$ cat src/rtl/multicycle_control_if.sv
// Control bundle between the multicycle MIPS control unit and its datapath.
// The master side is the control unit. The slave side is the datapath, which returns instruction fields and the ALU zero flag.
interface multicycle_control_if;
  logic [5:0] op;
  logic [5:0] funct;
  logic       zero;
  logic       pcEn;
  logic       iorD;
  logic       memWrite;
  logic       irWrite;
  logic       regDst;
  logic       memToReg;
  logic       regWrite;
  logic       aluSrcA;
  logic [1:0] aluSrcB;
  logic [1:0] pcSrc;
  logic [2:0] aluControl;
  logic       illegalOp;

  modport master (
    input  op, funct, zero,
    output pcEn, iorD, memWrite, irWrite, regDst, memToReg, regWrite,
           aluSrcA, aluSrcB, pcSrc, aluControl, illegalOp
  );

  modport slave (
    output op, funct, zero,
    input  pcEn, iorD, memWrite, irWrite, regDst, memToReg, regWrite,
           aluSrcA, aluSrcB, pcSrc, aluControl, illegalOp
  );
endinterface

$ cat src/rtl/multicycle_control.sv
// Moore control FSM for the multicycle MIPS datapath.
// It sequences each instruction and drives the datapath enables, the mux selects and the ALU operation.
module multicycle_control (
  input  logic                        clk,
  input  logic                        rstN,
  multicycle_control_if.master        bus
);

  localparam int unsigned OpW  = 6;
  localparam int unsigned AluW = 3;

  localparam logic [OpW-1:0] OpRtype = 6'b000000;
  localparam logic [OpW-1:0] OpLw    = 6'b100011;
  localparam logic [OpW-1:0] OpSw    = 6'b101011;
  localparam logic [OpW-1:0] OpBeq   = 6'b000100;
  localparam logic [OpW-1:0] OpAddi  = 6'b001000;
  localparam logic [OpW-1:0] OpJ     = 6'b000010;

  localparam logic [OpW-1:0] FnAdd = 6'b100000;
  localparam logic [OpW-1:0] FnSub = 6'b100010;
  localparam logic [OpW-1:0] FnAnd = 6'b100100;
  localparam logic [OpW-1:0] FnOr  = 6'b100101;
  localparam logic [OpW-1:0] FnSlt = 6'b101010;

  localparam logic [AluW-1:0] AluAdd = 3'b010;
  localparam logic [AluW-1:0] AluSub = 3'b110;
  localparam logic [AluW-1:0] AluAnd = 3'b000;
  localparam logic [AluW-1:0] AluOr  = 3'b001;
  localparam logic [AluW-1:0] AluSlt = 3'b111;

  typedef enum logic [3:0] {
    FETCH    = 4'd0,
    DECODE   = 4'd1,
    MEMADR   = 4'd2,
    MEMRD    = 4'd3,
    MEMWB    = 4'd4,
    MEMWR    = 4'd5,
    EXECUTE  = 4'd6,
    ALUWB    = 4'd7,
    BRANCH   = 4'd8,
    ADDIEXEC = 4'd9,
    ADDIWB   = 4'd10,
    JUMP     = 4'd11
  } stateT;

  stateT state;
  stateT stateNext;

  logic            pcWrite;
  logic            branch;
  logic            irWriteRaw;
  logic            memWriteRaw;
  logic            regWriteRaw;
  logic            functLegal;
  logic            opLegal;
  logic [AluW-1:0] functAlu;

  // R-type function decode; an unsupported funct makes the instruction illegal
  always_comb begin
    functLegal = 1'b1;
    functAlu   = AluAdd;
    case (bus.funct)
      FnAdd:   functAlu = AluAdd;
      FnSub:   functAlu = AluSub;
      FnAnd:   functAlu = AluAnd;
      FnOr:    functAlu = AluOr;
      FnSlt:   functAlu = AluSlt;
      default: functLegal = 1'b0;
    endcase
  end

  always_comb begin
    opLegal = 1'b0;
    case (bus.op)
      OpRtype:                         opLegal = functLegal;
      OpLw, OpSw, OpBeq, OpAddi, OpJ:  opLegal = 1'b1;
      default:                         opLegal = 1'b0;
    endcase
  end

  always_ff @(posedge clk or negedge rstN) begin
    if (!rstN) state <= FETCH;
    else       state <= stateNext;
  end

  // Next state and Moore outputs; unused encodings fall back to FETCH with every enable low
  always_comb begin
    stateNext       = FETCH;
    pcWrite         = 1'b0;
    branch          = 1'b0;
    irWriteRaw      = 1'b0;
    memWriteRaw     = 1'b0;
    regWriteRaw     = 1'b0;
    bus.iorD        = 1'b0;
    bus.regDst      = 1'b0;
    bus.memToReg    = 1'b0;
    bus.aluSrcA     = 1'b0;
    bus.aluSrcB     = 2'b00;
    bus.pcSrc       = 2'b00;
    bus.aluControl  = AluAdd;
    case (state)
      FETCH: begin
        stateNext   = DECODE;
        irWriteRaw  = 1'b1;
        pcWrite     = 1'b1;
        bus.aluSrcB = 2'b01;
      end
      DECODE: begin
        bus.aluSrcB = 2'b11;
        if (opLegal) begin
          case (bus.op)
            OpLw, OpSw: stateNext = MEMADR;
            OpRtype:    stateNext = EXECUTE;
            OpBeq:      stateNext = BRANCH;
            OpAddi:     stateNext = ADDIEXEC;
            OpJ:        stateNext = JUMP;
            default:    stateNext = FETCH;
          endcase
        end
      end
      MEMADR: begin
        stateNext   = (bus.op == OpLw) ? MEMRD : MEMWR;
        bus.aluSrcA = 1'b1;
        bus.aluSrcB = 2'b10;
      end
      MEMRD: begin
        stateNext = MEMWB;
        bus.iorD  = 1'b1;
      end
      MEMWB: begin
        regWriteRaw  = 1'b1;
        bus.memToReg = 1'b1;
      end
      MEMWR: begin
        bus.iorD    = 1'b1;
        memWriteRaw = 1'b1;
      end
      EXECUTE: begin
        stateNext      = ALUWB;
        bus.aluSrcA    = 1'b1;
        bus.aluControl = functAlu;
      end
      ALUWB: begin
        regWriteRaw = 1'b1;
        bus.regDst  = 1'b1;
      end
      BRANCH: begin
        bus.aluSrcA    = 1'b1;
        bus.aluControl = AluSub;
        bus.pcSrc      = 2'b01;
        branch         = 1'b1;
      end
      ADDIEXEC: begin
        stateNext   = ADDIWB;
        bus.aluSrcA = 1'b1;
        bus.aluSrcB = 2'b10;
      end
      ADDIWB: begin
        regWriteRaw = 1'b1;
      end
      JUMP: begin
        bus.pcSrc = 2'b10;
        pcWrite   = 1'b1;
      end
      default: stateNext = FETCH;
    endcase
  end

  // Write enables are gated by reset so that an aborted instruction commits nothing in that cycle
  assign bus.pcEn      = rstN & (pcWrite | (branch & bus.zero));
  assign bus.irWrite   = rstN & irWriteRaw;
  assign bus.memWrite  = rstN & memWriteRaw;
  assign bus.regWrite  = rstN & regWriteRaw;
  assign bus.illegalOp = (state == DECODE) & ~opLegal;

endmodule

$ cat src/flat_wrapper.sv
// flat-port wrapper written by rule: the top's interface ports become plain ports
module multicycle_control_flat 
  (clk, rstN, bus_op, bus_funct, bus_zero, bus_pcEn, bus_iorD, bus_memWrite, bus_irWrite, bus_regDst, bus_memToReg, bus_regWrite, bus_aluSrcA, bus_aluSrcB, bus_pcSrc, bus_aluControl, bus_illegalOp);
  multicycle_control_if bus_i ();
  input  logic clk;
  input  logic rstN;
  input wire logic [$bits(bus_i.op)-1:0] bus_op;
  input wire logic [$bits(bus_i.funct)-1:0] bus_funct;
  input wire logic [$bits(bus_i.zero)-1:0] bus_zero;
  output wire logic [$bits(bus_i.pcEn)-1:0] bus_pcEn;
  output wire logic [$bits(bus_i.iorD)-1:0] bus_iorD;
  output wire logic [$bits(bus_i.memWrite)-1:0] bus_memWrite;
  output wire logic [$bits(bus_i.irWrite)-1:0] bus_irWrite;
  output wire logic [$bits(bus_i.regDst)-1:0] bus_regDst;
  output wire logic [$bits(bus_i.memToReg)-1:0] bus_memToReg;
  output wire logic [$bits(bus_i.regWrite)-1:0] bus_regWrite;
  output wire logic [$bits(bus_i.aluSrcA)-1:0] bus_aluSrcA;
  output wire logic [$bits(bus_i.aluSrcB)-1:0] bus_aluSrcB;
  output wire logic [$bits(bus_i.pcSrc)-1:0] bus_pcSrc;
  output wire logic [$bits(bus_i.aluControl)-1:0] bus_aluControl;
  output wire logic [$bits(bus_i.illegalOp)-1:0] bus_illegalOp;
  assign bus_i.op = bus_op;
  assign bus_i.funct = bus_funct;
  assign bus_i.zero = bus_zero;
  assign bus_pcEn = bus_i.pcEn;
  assign bus_iorD = bus_i.iorD;
  assign bus_memWrite = bus_i.memWrite;
  assign bus_irWrite = bus_i.irWrite;
  assign bus_regDst = bus_i.regDst;
  assign bus_memToReg = bus_i.memToReg;
  assign bus_regWrite = bus_i.regWrite;
  assign bus_aluSrcA = bus_i.aluSrcA;
  assign bus_aluSrcB = bus_i.aluSrcB;
  assign bus_pcSrc = bus_i.pcSrc;
  assign bus_aluControl = bus_i.aluControl;
  assign bus_illegalOp = bus_i.illegalOp;
  multicycle_control u_core (.clk(clk), .rstN(rstN), .bus(bus_i));
endmodule
$ cat config.mk
export PLATFORM = sky130hd
export DESIGN_NAME = multicycle_control_flat
export DESIGN_NICKNAME = d
export VERILOG_FILES = /design/src/rtl/multicycle_control_if.sv /design/src/rtl/multicycle_control.sv /design/src/flat_wrapper.sv
export SDC_FILE = /design/constraint.sdc
export NUM_CORES = 1
export LEC_CHECK = 0
export CORE_UTILIZATION = 39
export CTS_BUF_LIST = sky130_fd_sc_hd__clkbuf_2 sky130_fd_sc_hd__clkbuf_4 sky130_fd_sc_hd__clkbuf_8
export DETAILED_ROUTE_END_ITERATION = 8
export MAX_ROUTING_LAYER = met4
export PLACE_DENSITY = 0.81
export SLEW_MARGIN = 40
export SYNTH_ARGS = -nofsm -noshare
export SYNTH_HDL_FRONTEND = slang
export SYNTH_SLANG_ARGS = --single-unit
$ cat constraint.sdc
create_clock -name clk -period 3.4 [get_ports clk]
set_input_delay 1.02 -clock clk [delete_from_list [all_inputs] [get_ports clk]]
set_output_delay 1.02 -clock clk [all_outputs]
set_load 0.01 [all_outputs]
After elaboration in Yosys (flattened, before gate mapping):

Cells that the tools add are included.

* eq/ne operators: 21
* multiplexer cells: 19
* bitwise gates (word level): 8
* reductions and logical operators: 10

Operator list (number)
* $eq A6 B6 Y1 const B: 7
* $pmux W4 S6: 1
* $pmux W4 S5: 1
* $eq A4 B3 Y1 const B: 4
* $eq A4 B4 Y1 const B: 4
* $pmux W3 S4: 1
* $mux W1: 10
* $reduce_or A5 Y1: 2
* $eq A4 B2 Y1 const B: 2
* $reduce_or A2 Y1: 4
* $and A1 B1 Y1: 6
* $eq A6 B2 Y1 const B: 1
* $eq A6 B3 Y1 const B: 1
* $eq A6 B4 Y1 const B: 1
* $logic_not A6 Y1: 1
* $pmux W2 S3: 1
* $pmux W3 S2: 1
* $eq A4 B1 Y1 const B: 1
* $logic_not A4 Y1: 1
* $mux W4: 1
* $pmux W2 S2: 1
* $reduce_or A4 Y1: 1
* $mux W3: 1
* $reduce_or A3 Y1: 1
* 3 further kinds: 3

* bits in registers: 4
* bits of input ports: 15
* output and inout bits: 16
* word-level logic and storage cells: 59

Logic depth before layout (Yosys ltp):

Gate-level depths: netlist of run 1.

* word-level depth: 6
* depth in mapped cells: 6
* gate-level depth less buffers: 5

Least setup slack after synthesis of run 1:

OpenSTA, ideal clock, no wires.

* path kind: input port to output port
* from: in bus_op[2]
* to: out bus_illegalOp
* data arrival time: 2.033 ns
* data required time: 2.380 ns
* setup slack: 0.347 ns
* cell stages on the path: 6
* buffers on the path: 1
* cells stage by stage: buf_2 -> nor3_1 -> nand2_1 -> a211oi_1 -> a21oi_1 -> and3_1

* longest elaborated chain between the ends: 5
* elaborated cells between the ends (all ways): 10
* classes of those cells: eq/ne: 5; mux: 1; bitwise: 2; reduce/logical: 2

Ends and longest elaborated chain
* start, declared: line flat_wrapper.sv:7 `input wire logic [$bits(bus_i.op)-1:0] bus_op;`
* $eq A6 B6 Y1, or another cell as far along: line multicycle_control.sv:74 `case (bus.op)`
* $reduce_or A5 Y1: line multicycle_control.sv:74
* $pmux W1 S2 *: line multicycle_control.sv:74
* $not A1 Y1 *: line multicycle_control.sv:174 `assign bus.illegalOp = (state == DECODE) & ~opLegal;`
* $and A1 B1 Y1 *: line multicycle_control.sv:174
* end, declared: line flat_wrapper.sv:21 `output wire logic [$bits(bus_i.illegalOp)-1:0] bus_illegalOp;`

Every way passes the cells marked *; elsewhere a longest branch is shown, timed or not.

Worst setup path after layout of run 1:

* from: in bus_op[0]
* to: out bus_illegalOp

The elaborated chain is that of the path after synthesis.

==> results of run 1 <==
kinds of logic after synthesis:
logic type,Yosys count,share of synthesized area [%]
xor+xnor,2,3.154
buf+inv,9,6.756
compound gates,22,27.48
simple gates,48,44.60
flops,4,18.02
layout make-up:
| class | instances | area (µm²) | share of cell area [%] |
|---|---|---|---|
| Multi-Input combinational cell | 72 | 467.9 | 44.90 |
| Tap cell | 15 | 18.77 | 1.801 |
| Sequential cell | 4 | 100.1 | 9.604 |
| Clock buffer | 3 | 22.52 | 2.161 |
| Timing Repair Buffer | 48 | 417.9 | 40.10 |
| Inverter | 4 | 15.01 | 1.441 |
metrics by stage:
stage               setup slack [ns]  std cells  power (mW)
floorplan                     0.3472         85      0.1721
CTS                         -0.05876        146      0.3426
detailed placement           -0.5973        142      0.2863
global route               -0.007632        146      0.3703
finish                       0.04163        146      0.3405
global placement             -0.5150        142      0.2810
cells in the mapped netlist (all sizes together):
library cell  instances
nor3                 11
nand2                10
nor2                  8
a21oi                 6
dfrtp                 4
inv                   4
nand2b                4
nor2b                 4
o21ai                 4
buf                   3
a2111o                2
a31oi                 2
clkbuf                2
nand3                 2
nand4b                2
o21bai                2
xnor2                 2
a211oi                1
a21o                  1
a221oi                1
and3                  1
nand3b                1
nand4                 1
nor3b                 1
o22a                  1
o22ai                 1
o31ai                 1
or2                   1
or3                   1
or4                   1
power by group:
part | total (mW) | switching (mW) | internal [mW]
logic | 0.199 | 0.0924 | 0.107
registers | 0.0847 | 0.0280 | 0.0568
clock network | 0.0564 | 0.0171 | 0.0393
metal layers:
layer	wire [µm]	track usage [%]	part of all wire, %	vias to the layer above
met1	788	33.67	40	388
met3	88	0	4.5	2
met5	0	-	0	-
li1	-	-	-	405
met4	5	5.172	0.25	0
met2	1092	56.97	55	34
timing repair:
action / CTS / global route
endpoints found under the setup margin: 7 / 3
pin swaps: 1 / 4
buffers inserted: 1 / 0
gates resized for setup: 27 / 11
critical path: cells and delay by family:
kind | cells | cell delay (ns)
simple gates | 1 | 0.19
compound gates | 3 | 0.59
buf+inv | 3 | 0.53
worst paths after layout:
path	start	endpoint	slack [ns]	cells after the start
min in group asynchronous	rstN	u_core.state[1]	1.11	2
worst max-delay path	bus_op[0]	bus_illegalOp	0.04	7
worst min-delay path	u_core.state[1]	u_core.state[3]	0.62	3
max in group asynchronous	rstN	u_core.state[0]	2.19	2
worst min register to register	u_core.state[1]	u_core.state[3]	0.62	3
worst max register to register	u_core.state[2]	u_core.state[1]	1.88	5
==> impl_metrics.env, run 1 <==
export IMPL_run_status="complete, no violations"
export IMPL_fin_nets=148
export IMPL_yosysSeqAreaShare_pct=18.02
export IMPL_slowest_stage="a2111o_1"
export IMPL_fillers=102
export IMPL_die_w_um=39.74
export IMPL_final_util_pct=79.11
export IMPL_cp_arrival_ns=2.34
export IMPL_synthTopCellsByArea="dfrtp_1, nor3_1, nand2_1, a21oi_1, nor2_1"
export IMPL_grt_max_degree=15
export IMPL_die_h_um=39.74
export IMPL_vias=829
export IMPL_cts_tree="yes"
export IMPL_fin_area_um2=1042
export IMPL_antenna_found_initial=0
export IMPL_cap_violations=0
export IMPL_ctsHoldBuffers=0
export IMPL_timing_critical_path_cells="dlygate4sd2_1 > buf_6 > a2111o_1 > a31oi_2 > a21oi_2 > and3_1 > buf_2"
export IMPL_drtAntennaViolNets=0
export IMPL_finClkSkew_ns=0.002425
export IMPL_max_freq_mhz=297.8
export IMPL_drive_gt1_share_pct=28.24
export IMPL_wire_per_inst_um=13.53
export IMPL_synth_nets=100
export IMPL_clock_path_buffers=2
export IMPL_dp_hpwl_um=1443
export IMPL_critPathMaxStageDelay_ns=0.39
export IMPL_grt_pass1_vias=713
export IMPL_synth_cell_types=31
export IMPL_powerDensity_nw_per_um2=326.7
export IMPL_ir_drop_mv=0.2010
export IMPL_layout_common_cells="clkdlybuf4s50_1, buf_4, nand2_1, nor3_1, dlygate4sd2_1"
export IMPL_htree_num_levels=1
export IMPL_period_share_pct=98.78
export IMPL_gp_congestion=0.8976
export IMPL_yosysTopAreaCellShare_pct=18.02
export IMPL_synth_area_um2=555.5
export IMPL_drtIter0Drc=14
export IMPL_core_um2=1318
export IMPL_cp_required_ns=2.38
export IMPL_drt_wl_total_um=1975
export IMPL_clock_latency_ns=0.23
export IMPL_cp_end_kind="output pin"
export IMPL_firstDrtPassIters=8
export IMPL_worstSetupPathType="input port to output pin"
export IMPL_post_route_min_period_ns=3.358
export IMPL_dpl_cell_area_um2=979.7
export IMPL_synth_seq_cells=4
export IMPL_critPathMaxFanout=6
export IMPL_top_regs="u_core.state (4)"
export IMPL_grt_pass1_wl_um=3139
export IMPL_slew_violations=0
export IMPL_start_util_pct=42.17
export IMPL_row_count=13
export IMPL_syn_inst=85
export IMPL_fin_hold_ws_ns=0.6206
export IMPL_leakage_nw=0.4526
export IMPL_worstMarginPinSlew_ns=0.4300
export IMPL_ios=31
export IMPL_portBuffers=30
export IMPL_finalSetupViolations=0
export IMPL_crit_path_start_kind="input port"
export IMPL_synth_warnings=0
export IMPL_cts_sinks=4
export IMPL_cts_made_buffers=3
export IMPL_dieArea_um2=1579
export IMPL_syn_avg_cell_area_um2=6.536
export IMPL_tns_ns=0
export IMPL_diodes=0
export IMPL_syn2layout_area_growth_pct=87.61
export IMPL_clock_root_buffer="clkbuf_4"
export IMPL_grt_use_total_pct=29.41
export IMPL_routed_via_density=5.678
export IMPL_largest_reg_flops=4
export IMPL_top_register="u_core.state"
export IMPL_relSlewSlack_pct=71.34
export IMPL_synth_largest_area_cell="dfrtp_1"
export IMPL_gr_total_overflow=0
export IMPL_clk_pin_slew_ns=0.04
export IMPL_hold_viol=0
export IMPL_drcViolationCount=0
export IMPL_hold_path_class="flip-flop to flip-flop"
(Power assumes the default switching activity.)
==> inputs of run 2 (changes only) <==
- CTS_CLUSTER_SIZE: unset -> 14
- clock period: 3.4 -> 3.35 ns (I/O delays scaled with it)
==> run 2 against run 1 <==
Net effect:
- power grew 1.5%
- routed wire length shrank 0.46%
- final cell count is the same
- global-route usage grew 0.72 points
- critical path type unchanged
==> impl_metrics.env, run 2 (synthesized netlist as in run 1, its figures left out) <==
export IMPL_core_um2=1318
export IMPL_vias=819
export IMPL_use_met2_pct=59.43
export IMPL_dp_hpwl_um=1443
export IMPL_hold_path_class="flip-flop to flip-flop"
export IMPL_total_power_mw=0.3456
export IMPL_post_route_min_period_ns=3.327
export IMPL_grt_max_degree=15
export IMPL_final_util_pct=78.82
export IMPL_rr_worst_depth=5
export IMPL_use_met3_pct=0
export IMPL_dieArea_um2=1579
export IMPL_hold_viol=0
export IMPL_relSlewSlack_pct=71.02
export IMPL_p_sw_mw=0.1399
export IMPL_grt_use_total_pct=30.13
export IMPL_period_share_pct=99.32
export IMPL_timing_rr_end="u_core.state[1]"
export IMPL_timing_rr_start="u_core.state[2]"
export IMPL_drtIter0Drc=14
export IMPL_finalSetupViolations=0
export IMPL_layout_common_cells="clkdlybuf4s50_1, buf_4, nand2_1, nor3_1, dlygate4sd2_1"
export IMPL_leakage_nw=0.4448
export IMPL_clock_root_buffer="clkbuf_4"
export IMPL_drcViolationCount=0
export IMPL_grt_pass1_vias=716
export IMPL_tns_ns=0
export IMPL_top_register="u_core.state"
export IMPL_fillers=104
export IMPL_fin_nets=148
export IMPL_routed_via_density=5.610
export IMPL_cap_violations=0
export IMPL_pwr_share_comb_pct=58.5
export IMPL_p_clk_share_pct=16.6
export IMPL_die_h_um=39.74
export IMPL_htree_num_levels=1
export IMPL_die_w_um=39.74
export IMPL_endpoint="bus_illegalOp"
export IMPL_worstMarginPinSlew_ns=0.4347
export IMPL_row_count=13
export IMPL_clock_path_buffers=2
export IMPL_crit_start="bus_op[0]"
export IMPL_diodes=0
export IMPL_ir_drop_mv=0.2045
export IMPL_cp_end_kind="output pin"
export IMPL_ios=31
export IMPL_layout_cells_non_filler=146
export IMPL_top_regs="u_core.state (4)"
export IMPL_cp_arrival_ns=2.32
export IMPL_fin_hold_ws_ns=0.6210
export IMPL_powerDensity_nw_per_um2=332.8
export IMPL_critPathMaxFanout=6
export IMPL_grt_pass1_wl_um=3187
export IMPL_antenna_found_initial=0
export IMPL_syn2layout_area_growth_pct=86.94
export IMPL_dp_cells=142
export IMPL_run_status="complete, no violations"
export IMPL_portBuffers=30
export IMPL_drtAntennaViolNets=0
export IMPL_start_util_pct=42.17
export IMPL_drive_gt1_share_pct=28.24
export IMPL_r2r_setup_slack_ns=1.83
export IMPL_gr_total_overflow=0
export IMPL_worstSetupPathType="input port to output pin"
export IMPL_grt_busiest_layer="met2"
export IMPL_seq_power_share_pct=25.0
export IMPL_cts_tree="yes"
export IMPL_max_freq_mhz=300.5
export IMPL_firstDrtPassIters=6
export IMPL_slowest_stage="a2111o_1"
export IMPL_slew_violations=0
export IMPL_crit_path_start_kind="input port"
export IMPL_clk_pin_slew_ns=0.04
export IMPL_largest_reg_flops=4
export IMPL_drt_wl_total_um=1966
export IMPL_cp_required_ns=2.34
export IMPL_clock_latency_ns=0.23
export IMPL_internal_power_mw=0.2057
export IMPL_gp_congestion=0.8976
export IMPL_swShare_pct=40.47
export IMPL_cts_made_buffers=3
export IMPL_finClkSkew_ns=0.002541
export IMPL_use_met1_pct=33.67
export IMPL_timing_critical_path_cells="dlygate4sd2_1 > buf_6 > a2111o_1 > a31oi_2 > a21oi_2 > and3_1 > buf_2"
export IMPL_wire_per_inst_um=13.47
export IMPL_cts_sinks=4
export IMPL_critPathMaxStageDelay_ns=0.39
[run 2: cell count changes in the layout (fill, tap and decap cells not counted), sizes merged]
cell          change
dlymetal6s2s      -1
dlygate4sd2       +1
[run 2: critical path, delay by kind of cell]
| family | cells | cell delay, ns |
|---|---|---|
| simple gates | 1 | 0.19 |
| buf+inv | 3 | 0.53 |
| compound gates | 3 | 0.59 |
[run 2: area by class of cell]
class / count / area [µm²] / share of cell area, %
multi-input combinational: 72 / 467.9 / 45.06
timing repair buffer: 48 / 414.1 / 39.88
sequential: 4 / 100.1 / 9.639
clock buffer: 3 / 22.52 / 2.169
tap: 15 / 18.77 / 1.807
inverter: 4 / 15.01 / 1.446
[run 2: layer usage]
| layer | vias up | share of wire, % | wire, µm |
|---|---|---|---|
| met5 | - | 0 | 0 |
| met4 | 0 | 0 | 0 |
| met3 | 0 | 3.6 | 70 |
| met2 | 28 | 56 | 1094 |
| met1 | 385 | 41 | 802 |
| li1 | 406 | - | - |
[run 2: stage by stage]
| step | worst slack [ns] | cell area [µm²] |
|---|---|---|
| after floorplan | 0.3272 | 555.5 |
| after global placement | -0.5350 | 979.7 |
| after detailed placement | -0.6173 | 979.7 |
| after CTS | -0.07876 | 1041 |
| after global routing | -0.02763 | 1039 |
| final | 0.02276 | 1039 |
[run 2: repair_timing]
item                       4_1_cts  5_1_grt
pin swaps                        1        4
resized for setup               30        8
setup endpoints to repair        7        4
setup buffers                    1        0
hold buffers                     0        0
[run 2: how the worst min path moves through the flow]
stage	slack, ns	end	cells past startpoint	from
final	0.62	u_core.state[3]	3	u_core.state[1]
after floorplan	0.55	u_core.state[2]	3	u_core.state[2]
after detailed placement	0.61	u_core.state[3]	3	u_core.state[1]
after CTS	0.62	u_core.state[3]	3	u_core.state[1]
after global routing	0.67	u_core.state[3]	3	u_core.state[1]
after global placement	0.61	u_core.state[0]	2	u_core.state[1]
[run 2: power groups by stage]
stage                     logic (mW)  registers [mW]  clock network [mW]
after floorplan                0.110          0.0648                   0
after global placement         0.202          0.0829                   0
after detailed placement       0.207          0.0833                   0
after CTS                      0.204          0.0847              0.0594
after global routing           0.223          0.0884              0.0642
final                          0.202          0.0863              0.0573
==> inputs of run 3 (changes only) <==
- CAP_MARGIN: unset -> 10
- CORE_UTILIZATION: 39 -> 42
- PLACE_DENSITY: 0.81 -> 0.87
- clock period: 3.35 -> 4.2 ns (I/O delays scaled with it)
==> run 3 against run 2 <==
Net effect:
- routed wire length grew 0.61%
- sequential cell count did not move
- sequential power is 18% lower
- final cell count shrank 4.1%
- utilization is 5.0 points higher
- via count rose by 0.12%
- critical endpoint unchanged
- largest cell class unchanged
==> impl_metrics.env, run 3 (synthesized netlist as in run 1, its figures left out) <==
export IMPL_run_status="complete, no violations"
export IMPL_crit_family="buffers and inverters"
export IMPL_cp_end_kind="output pin"
export IMPL_fin_hold_ws_ns=0.6801
export IMPL_gp_congestion=0.8650
export IMPL_crit_path_start_kind="input port"
export IMPL_grt_pass1_wl_um=3160
export IMPL_clock_latency_ns=0.24
export IMPL_clk_pin_slew_ns=0.04
export IMPL_grt_use_total_pct=31.84
export IMPL_drive_gt1_share_pct=17.46
export IMPL_ir_drop_mv=0.1532
export IMPL_dieArea_um2=1472
export IMPL_fin_nets=143
export IMPL_worstSetupPathType="input port to output pin"
export IMPL_powerDensity_nw_per_um2=278.5
export IMPL_ctsHoldBuffers=0
export IMPL_final_util_pct=83.87
export IMPL_firstDrtPassIters=4
export IMPL_ios=31
export IMPL_clock_root_buffer="clkbuf_4"
export IMPL_max_freq_mhz=241.4
export IMPL_top_register="u_core.state"
export IMPL_routed_via_density=5.857
export IMPL_cts_made_buffers=3
export IMPL_timing_critical_path_cells="clkdlybuf4s50_1 > nor3_2 > nand2_1 > a211oi_1 > a21oi_1 > and3_1 > dlygate4sd2_1"
export IMPL_die_w_um=38.37
export IMPL_layout_common_cells="clkdlybuf4s50_1, buf_4, nand2_1, nor3_1, nor2_1"
export IMPL_worstMarginPinSlew_ns=0.3906
export IMPL_place_ws_ns=-0.2712
export IMPL_crit_start="bus_op[2]"
export IMPL_vias=820
export IMPL_syn2layout_area_growth_pct=76.80
export IMPL_die_h_um=38.37
export IMPL_gr_total_overflow=0
export IMPL_cap_violations=0
export IMPL_dp_hpwl_um=1521
export IMPL_grt_pass1_vias=775
export IMPL_critPathMaxFanout=2
export IMPL_cts_tree="yes"
export IMPL_slowest_stage="clkdlybuf4s50_1"
export IMPL_core_um2=1171
export IMPL_hold_viol=0
export IMPL_start_util_pct=47.44
export IMPL_largest_reg_flops=4
export IMPL_clock_path_buffers=2
export IMPL_drcViolationCount=0
export IMPL_wire_per_inst_um=14.13
export IMPL_rsz0062_at_grt="no"
export IMPL_cts_sinks=4
export IMPL_slew_violations=0
export IMPL_dp_cells=137
export IMPL_top_regs="u_core.state (4)"
export IMPL_cp_required_ns=2.94
export IMPL_timing_rr_start="u_core.state[0]"
export IMPL_row_count=12
export IMPL_crit_buf_inv=2
export IMPL_relSlewSlack_pct=73.96
export IMPL_final_common_cell="clkdlybuf4s50_1"
export IMPL_setup_slack_ns=0.05707
export IMPL_leakage_nw=0.3773
export IMPL_hp_start="u_core.state[3]"
export IMPL_portBuffers=30
export IMPL_finClkSkew_ns=0.001089
export IMPL_grt_max_degree=15
export IMPL_drtIter0Drc=17
export IMPL_finalSetupViolations=0
export IMPL_htree_num_levels=1
export IMPL_total_power_mw=0.2736
export IMPL_post_route_min_period_ns=4.143
export IMPL_drtAntennaViolNets=0
export IMPL_critPathMaxStageDelay_ns=0.44
export IMPL_diodes=0
export IMPL_cp_arrival_ns=2.88
export IMPL_hold_path_class="flip-flop to flip-flop"
export IMPL_period_share_pct=98.64
export IMPL_antenna_found_initial=0
export IMPL_drt_wl_total_um=1978
export IMPL_layout_cells_non_filler=140
run 3: through the flow:
step / TNS, ns / area, µm²
after global placement: -0.1962 / 948.4
after global routing: 0 / 982.2
final: 0 / 982.2
after CTS: 0 / 967.2
after detailed placement: -0.2712 / 948.4
after floorplan: 0 / 555.5
run 3: worst reg2reg max path, cell delays in order, from the launching register on:
cell	delay (ns)
dfrtp_1	0.57
nor2b_1	0.22
nand2_1	0.09
or4_1	0.46
o21ai_1	0.20
run 3: routing by layer:
| metal | vias up | track usage, % | wire length, µm |
|---|---|---|---|
| met1 | 367 | 32.14 | 740 |
| li1 | 397 | - | - |
| met4 | 0 | 20.69 | 105 |
| met3 | 12 | 6.977 | 132 |
| met5 | - | - | 0 |
| met2 | 44 | 55.08 | 1000 |
run 3: cell type report:
| cell class | count | area [µm²] |
|---|---|---|
| fillers | 89 | 188.9 |
| multi-input cells | 72 | 430.4 |
| inverters | 4 | 15.01 |
| clock buffers | 3 | 22.52 |
| flip-flops and latches | 4 | 100.1 |
| well taps | 14 | 17.52 |
| repair buffers | 43 | 396.6 |
run 3: worst paths after layout:
kind,end,slack (ns),cells after the start
setup / recovery,bus_illegalOp,0.06,7
hold / removal,u_core.state[0],0.68,1
setup reg to reg,u_core.state[1],2.57,4
hold reg to reg,u_core.state[0],0.68,1
max in group asynchronous,u_core.state[0],2.77,2
min in group asynchronous,u_core.state[3],1.34,2
run 3: what timing repair did:
action                                  in CTS  in global routing
resized for setup                            3                  4
endpoints found under the setup margin       1                  2
endpoints found under the hold margin        0                  0
buffers inserted                             0                  0
run 3: power breakdown:
group          switching [mW]  internal [mW]
Combinational          0.0674         0.0849
Clock                  0.0183         0.0321
Sequential             0.0249         0.0459
Total                   0.111          0.163
